===== src/rtl/sccb_init_seq.sv =====
// SCCB register-table initialiser: walks a sync-ROM table of write, verify, delay and end
// entries, drives an external SCCB master, and reports a successful finish or the first failure.
//
// state    | meaning
// IDLE     | waiting for go
// FETCH    | ROM address presented, data arrives next cycle
// DECODE   | entry latched, branch on cmd
// ISSUE    | one-cycle sccb_start for the current phase
// WAIT_HI  | waiting for the master to raise busy (timeout armed)
// WAIT_LO  | waiting for the master to drop busy (same timeout)
// GAP      | idle spacing after a transaction, then advance the phase
// CHECK    | compare read-back data against the written data
// DELAY    | counting down an entry delay
// FINISH   | done pulse
// FAIL     | error latched, return to IDLE
module sccb_init_seq #(
  parameter int TBL_AW    = 8,
  parameter int GAP_CYC   = 16,
  parameter int MAX_RETRY = 2,
  parameter int TO_CYC    = 2**20
) (
  input  logic              clk,
  input  logic              rstn,
  input  logic              go,
  output logic [TBL_AW-1:0] tbl_addr,
  input  logic [27:0]       tbl_data,
  output logic              sccb_start,
  output logic [25:0]       sccb_datain,
  input  logic              sccb_busy,
  input  logic [7:0]        sccb_rdata,
  output logic              busy,
  output logic              done,
  output logic              error,
  output logic [TBL_AW-1:0] err_idx,
  output logic [1:0]        err_code
);

  localparam logic [1:0] CMD_WR  = 2'b00;
  localparam logic [1:0] CMD_WV  = 2'b01;
  localparam logic [1:0] CMD_DLY = 2'b10;

  localparam logic [1:0] EC_TO   = 2'b01;
  localparam logic [1:0] EC_VFY  = 2'b10;
  localparam logic [1:0] EC_OVR  = 2'b11;

  localparam logic [31:0]       TO_LOAD  = 32'(TO_CYC - 1);
  localparam logic [31:0]       GAP_LOAD = 32'(GAP_CYC);
  localparam logic [7:0]        MAX_R    = 8'(MAX_RETRY);
  localparam logic [TBL_AW-1:0] ADDR_ONE = {{(TBL_AW-1){1'b0}}, 1'b1};

  typedef enum logic [3:0] {
    S_IDLE, S_FETCH, S_DECODE, S_ISSUE, S_WAIT_HI, S_WAIT_LO,
    S_GAP, S_CHECK, S_DELAY, S_FINISH, S_FAIL
  } state_t;

  // phase encoding doubles as the SCCB mode field
  typedef enum logic [1:0] {PH_W = 2'b00, PH_R1 = 2'b01, PH_R2 = 2'b10} phase_t;

  state_t            state, state_nx;
  phase_t            phase, phase_nx;
  logic [31:0]       cnt, cnt_nx;
  logic [7:0]        retry, retry_nx;
  logic [TBL_AW-1:0] addr_nx;
  logic [1:0]        cmd_q;
  logic [6:0]        id_q;
  logic [15:0]       sd_q;
  logic [7:0]        rdata_q;
  logic              adv, fail_nx;
  logic [1:0]        code_nx;
  logic [6:0]        id_src;
  logic [15:0]       sd_src;
  logic              unused_bits;

  assign unused_bits = ^{tbl_data[25:24], tbl_data[16]};

  // DECODE issues straight from the ROM output, later phases from the latched copy
  assign id_src = (state == S_DECODE) ? tbl_data[23:17] : id_q;
  assign sd_src = (state == S_DECODE) ? tbl_data[15:0]  : sd_q;

  assign sccb_start = (state == S_ISSUE);
  assign busy       = (state != S_IDLE);
  assign done       = (state == S_FINISH);

  always_comb begin
    state_nx = state;
    phase_nx = phase;
    cnt_nx   = cnt;
    retry_nx = retry;
    addr_nx  = tbl_addr;
    adv      = 1'b0;
    fail_nx  = 1'b0;
    code_nx  = 2'b00;
    unique case (state)
      S_IDLE: begin
        if (go) begin
          state_nx = S_FETCH;
          addr_nx  = '0;
          retry_nx = '0;
        end
      end
      S_FETCH:  state_nx = S_DECODE;
      S_DECODE: begin
        unique case (tbl_data[27:26])
          CMD_WR, CMD_WV: begin
            state_nx = S_ISSUE;
            phase_nx = PH_W;
          end
          CMD_DLY: begin
            state_nx = S_DELAY;
            cnt_nx   = {16'd0, tbl_data[15:0]};
          end
          default: state_nx = S_FINISH;
        endcase
      end
      S_ISSUE: begin
        state_nx = S_WAIT_HI;
        cnt_nx   = TO_LOAD;
      end
      S_WAIT_HI: begin
        if (sccb_busy) begin
          state_nx = S_WAIT_LO;
          cnt_nx   = cnt - 32'd1;
        end else if (cnt <= 32'd1) begin
          fail_nx = 1'b1;
          code_nx = EC_TO;
        end else begin
          cnt_nx = cnt - 32'd1;
        end
      end
      S_WAIT_LO: begin
        if (!sccb_busy) begin
          state_nx = S_GAP;
          cnt_nx   = GAP_LOAD;
        end else if (cnt <= 32'd1) begin
          fail_nx = 1'b1;
          code_nx = EC_TO;
        end else begin
          cnt_nx = cnt - 32'd1;
        end
      end
      S_GAP: begin
        if (cnt <= 32'd1) begin
          unique case (phase)
            PH_W: begin
              if (cmd_q == CMD_WV) begin
                state_nx = S_ISSUE;
                phase_nx = PH_R1;
              end else begin
                adv = 1'b1;
              end
            end
            PH_R1: begin
              state_nx = S_ISSUE;
              phase_nx = PH_R2;
            end
            default: state_nx = S_CHECK;
          endcase
        end else begin
          cnt_nx = cnt - 32'd1;
        end
      end
      S_CHECK: begin
        if (rdata_q == sd_q[7:0]) begin
          adv = 1'b1;
        end else if (retry < MAX_R) begin
          retry_nx = retry + 8'd1;
          state_nx = S_ISSUE;
          phase_nx = PH_W;
        end else begin
          fail_nx = 1'b1;
          code_nx = EC_VFY;
        end
      end
      S_DELAY: begin
        if (cnt == 32'd0) adv = 1'b1;
        else cnt_nx = cnt - 32'd1;
      end
      S_FINISH: state_nx = S_IDLE;
      S_FAIL:   state_nx = S_IDLE;
      default:  state_nx = S_IDLE;
    endcase

    // advancing past the last table slot is an overrun, not a wrap
    if (adv) begin
      if (&tbl_addr) begin
        fail_nx = 1'b1;
        code_nx = EC_OVR;
      end else begin
        addr_nx  = tbl_addr + ADDR_ONE;
        retry_nx = '0;
        state_nx = S_FETCH;
      end
    end
    if (fail_nx) state_nx = S_FAIL;
  end

  always_ff @(posedge clk) begin
    if (!rstn) begin
      state       <= S_IDLE;
      phase       <= PH_W;
      cnt         <= '0;
      retry       <= '0;
      tbl_addr    <= '0;
      cmd_q       <= '0;
      id_q        <= '0;
      sd_q        <= '0;
      rdata_q     <= '0;
      sccb_datain <= '0;
      error       <= 1'b0;
      err_idx     <= '0;
      err_code    <= 2'b00;
    end else begin
      state    <= state_nx;
      phase    <= phase_nx;
      cnt      <= cnt_nx;
      retry    <= retry_nx;
      tbl_addr <= addr_nx;
      if (state == S_DECODE) begin
        cmd_q <= tbl_data[27:26];
        id_q  <= tbl_data[23:17];
        sd_q  <= tbl_data[15:0];
      end
      if (state == S_GAP && phase == PH_R2 && cnt == GAP_LOAD) rdata_q <= sccb_rdata;
      if (state_nx == S_ISSUE) sccb_datain <= {phase_nx, id_src, 1'b0, sd_src};
      if (state == S_IDLE && go) error <= 1'b0;
      if (fail_nx) begin
        error    <= 1'b1;
        err_idx  <= tbl_addr;
        err_code <= code_nx;
      end
    end
  end

endmodule


===== config.mk =====
export PLATFORM = sky130hd
export DESIGN_NAME = sccb_init_seq
export DESIGN_NICKNAME = d
export VERILOG_FILES = /design/src/rtl/sccb_init_seq.sv
export SDC_FILE = /design/constraint.sdc
export NUM_CORES = 1
export LEC_CHECK = 0
export CAP_MARGIN = 10
export CORE_MARGIN = 2
export CORE_UTILIZATION = 55
export CTS_BUF_LIST = sky130_fd_sc_hd__clkbuf_4 sky130_fd_sc_hd__clkbuf_8 sky130_fd_sc_hd__clkbuf_16
export DETAILED_ROUTE_END_ITERATION = 10
export HOLD_SLACK_MARGIN = 0.06
export PLACE_DENSITY = 0.82
export SLEW_MARGIN = 5
export SYNTH_ARGS = -nofsm -noshare
export SYNTH_HDL_FRONTEND = slang
export SYNTH_SLANG_ARGS = --single-unit

===== constraint.sdc =====
create_clock -name clk -period 3.2 [get_ports clk]
set_clock_uncertainty 0.15 [all_clocks]
set_input_delay 0.64 -clock clk [delete_from_list [all_inputs] [get_ports clk]]
set_output_delay 0.64 -clock clk [all_outputs]
set_load 0.01 [all_outputs]

==> results of run 1 <==
==> cells by family (layout without fill, tap and decap cells) <==
| group | after synthesis | in the layout |
|---|---|---|
| other cells | 1 | 1 |
| simple gates | 325 | 325 |
| flops | 123 | 123 |
| compound gates | 186 | 186 |
| xor+xnor | 12 | 12 |
| fa+ha+maj | 5 | 5 |
| mux | 45 | 45 |
| buf+inv | 53 | 172 |
==> registers in the layout (all words and copies together), names as in the netlist, 4 cells and up <==
| register | flops |
|---|---|
| retry | 8 |
| tbl_addr | 8 |
| sccb_datain | 25 |
| err_idx | 8 |
| state | 4 |
| cnt | 32 |
| id_q | 7 |
| sd_q | 16 |
| rdata_q | 8 |
==> path summary, 6_finish.rpt <==
| path | slack [ns] | from | end |
|---|---|---|---|
| setup reg to reg | 0.03 | state[0] | sccb_datain[1] |
| setup / recovery | 0.03 | state[0] | sccb_datain[1] |
| hold / removal | 0.31 | cmd_q[1] | cmd_q[1] |
| hold reg to reg | 0.31 | cmd_q[1] | cmd_q[1] |
==> routing by layer <==
| layer | GRT usage, % | vias to the layer above | share of wire [%] | wire, µm |
|---|---|---|---|---|
| met3 | 8.23 | 50 | 8.0 | 1480 |
| li1 | - | 2870 | - | - |
| met1 | 35.2 | 2949 | 39 | 7310 |
| met4 | 12.1 | 0 | 2.3 | 420 |
| met5 | 0 | - | 0 | 0 |
| met2 | 52.2 | 307 | 50 | 9320 |
==> final cells by class <==
cell class	instances	area [µm²]	share of cell area [%]
tap	140	175	2.17
clock buffer	20	454	5.63
multi-input combinational	574	3540	43.9
sequential	123	2460	30.5
clock inverter	12	161	2.00
inverter	9	33.8	0.419
timing repair buffer	131	1230	15.3
==> worst max-delay path, delay by kind of cell, from the launching register on <==
family / cells / cell delay (ns)
muxes: 1 / 0.35
AOI/OAI and AO/OA: 1 / 0.20
buffers and inverters: 1 / 0.18
and+or+nand+nor: 6 / 1.85
DFF: 1 / 0.32
==> what timing repair did <==
item	in CTS	in global routing
setup buffers	0	0
resized for setup	0	2
hold buffers	0	0
endpoints found under the setup margin	0	25
==> metrics by stage <==
step | power [W] | instances | worst slack [ns] | hold WS [ns] | util, %
2_1_floorplan | 0.00559 | 750 | 0.265 | 0.280 | -
3_3_place_gp | 0.00730 | 976 | 0.144 | 0.290 | 67.9
3_5_place_dp | 0.00749 | 976 | 0.0592 | 0.297 | 67.9
4_1_cts | 0.00958 | 1008 | 0.0409 | 0.310 | 73.5
5_1_grt | 0.0103 | 1009 | -0.00916 | 0.321 | 73.8
6_report | 0.00978 | 1009 | 0.0344 | 0.313 | 73.8
==> power groups by stage <==
stage	sequential (W)	clock, W	combinational (W)
finish	0.00196	0.00200	0.00582
global route	0.00198	0.00208	0.00624
CTS	0.00195	0.00201	0.00562
detailed placement	0.00198	0	0.00551
global placement	0.00196	0	0.00534
floorplan	0.00197	0	0.00362
==> cell usage in the layout, fill, tap and decap left out, types with 18 or more instances in the layout <==
cell type,n
mux2_4,20
a21oi_1,80
buf_4,45
clkdlybuf4s50_1,83
nand2_1,94
nor2_1,90
o21ai_0,40
dfxtp_1,123
clkbuf_16,18
and2_1,35
==> run_results.csv, run 1 <==
group,metric,value,unit
placement,gp_congestion,0.934,
power_and_ir_drop,p_int,0.00524,W
route,drt-wirelength-per-cell,18.4,µm
route,first_pass_iters,6,
placement,numPortBuffers,83,
logic_synthesis,ys_seq_area_share,39.6,%
sta,hold_viol,0,
global_routing,grt_pass1_wl,28.2,mm
route,drc,0,
logic_synthesis,async_reset_ff_share,0,%
clocking,clock_latency,0.43,ns
logic_synthesis,mappedNetlistArea,6220,µm²
logic_synthesis,synth_fa_ha_area_share,1.01,%
worst_setup_path,crit_path_cell_trace,"or3b_1 > or4_1 > or3_4 > a21oi_2 > or2_2 > nor3_1 > and4bb_4 > buf_12 > mux2_2",
sta,setup-tns-final,0,ns
route,drt_iter0_markers,609,
sta,min_period,3.17,ns
sta,tightest_slew,0.560,ns
route,drt-total-wl,18.5,mm
clocking,htreeDepth,4,
power_and_ir_drop,p_leak,3.17,nW
global_routing,grt_overflow,0,
clocking,numCtsBuffers,17,
power_and_ir_drop,switching_power,0.00455,W
logic_synthesis,yosysTopAreaCellShare,39.6,%
floorplan,num_rows,38,
sta,fin_crit_sh,98.9,%
worst_setup_path,cp.arrival,3.34,ns
floorplan,dieArea,12200,µm²
sta,max-slew-margin-rel,62.3,%
route,antenna_left,0,
floorplan,chipHeight,110,µm
route,vias_per_cell,6.12,
logic_synthesis,synth_top_area_cell,"dfxtp_1",
floorplan,pin_count,88,
logic_synthesis,ys_types,69,
clocking,cts_max_path_buffers,2,
cells_and_area,area_growth,29.7,%
logic_synthesis,synth-compound-area-share,18.1,%
placement,dpl_cell_area,7420,µm²
clocking,path_clk_slew,0.06,ns
power_and_ir_drop,powerDensity,1210,nW/µm²
global_routing,grt_pass1_vias,5970,
worst_setup_path,cp.required,3.37,ns
sta,setup_viol,0,
logic_synthesis,syn_avg_cell_area,8.29,µm²
logic_synthesis,yosys.area_share.simple,26.9,%
placement,place_hpwl,12.2,mm
clocking,cts-root-buf,"clkbuf_16",
power_and_ir_drop,clockPowerShare,20.4,%
logic_synthesis,synth_flop_cell,"dfxtp_1",
flow_run,drv_cap,0,
power_and_ir_drop,ir_worst_vdd,1.09,mV
logic_synthesis,synthTopCellsByCount,"dfxtp_1 (123), nand2_1 (94), nor2_1 (90), a21oi_1 (80), o21ai_0 (40)",
worst_setup_path,r2r_cells,9,
cells_and_area,drive_gt1_share,15.0,%
run_status,status,"finished clean",
cells_and_area,fill_cells,790,
power_and_ir_drop,swShare,46.5,%
logic_synthesis,yosys-top-cells-area,"dfxtp_1 (40%), a21oi_1 (6.4%), nand2_1 (5.7%)",
worst_setup_path,slowest_delay,0.43,ns
cells_and_area,design_area,8070,µm²
worst_setup_path,critical_path_class,"flop to flop",
floorplan,die_w,110,µm
worst_setup_path,start_kind,"flop",
route,vias,6176,
power_and_ir_drop,p_comb_share,59.5,%
cells_and_area,nets,901,
floorplan,start_util,56.9,%
clocking,cts_tree,"built",
logic_synthesis,synth_edf_count,0,
global_routing,grt_usage,30.1,%
hold_path,min_path_type,"flop to flop",
worst_setup_path,slowest_stage,"or3b_1",
global_routing,grt_max_degree,36,
logic_synthesis,synth_nets,795,
logic_synthesis,yosys-mux-area-fraction,9.01,%
floorplan,coreArea,10900,µm²
power_and_ir_drop,power_frac_seq,20.1,%
clocking,cts_sinks,123,
logic_synthesis,yosysWarnings,0,
cells_and_area,n_antenna_cell,0,
logic_synthesis,synth.ff_latch_count,123,
logic_synthesis,synth_most_common_cell,"dfxtp_1",
sta,clock.fmax,316,MHz
logic_synthesis,netlist_instances,750,
global_routing,antenna_found_initial,0,
logic_synthesis,synth_xor_area_share,1.69,%
logic_synthesis,synth_top_family_by_area,"simple AND/OR/NAND/NOR gates",
sta,drv_slew,0,
worst_setup_path,end_kind,"flop",
worst_setup_path,path_max_fanout,13,
hold_path,min_path_cells,2,
Note: power is estimated with default switching activity, not from simulation.
==> run 2, diff against run 1 <==
--- a/config.mk
+++ b/config.mk
@@ -10,7 +10,7 @@
 export CORE_UTILIZATION = 55
 export CTS_BUF_LIST = sky130_fd_sc_hd__clkbuf_4 sky130_fd_sc_hd__clkbuf_8 sky130_fd_sc_hd__clkbuf_16
 export DETAILED_ROUTE_END_ITERATION = 10
-export HOLD_SLACK_MARGIN = 0.06
+export HOLD_SLACK_MARGIN = 0.08
 export PLACE_DENSITY = 0.82
 export SLEW_MARGIN = 5
 export SYNTH_ARGS = -nofsm -noshare
==> results of run 2 <==
Final layout, timing and power as in run 1 (identical DEF).
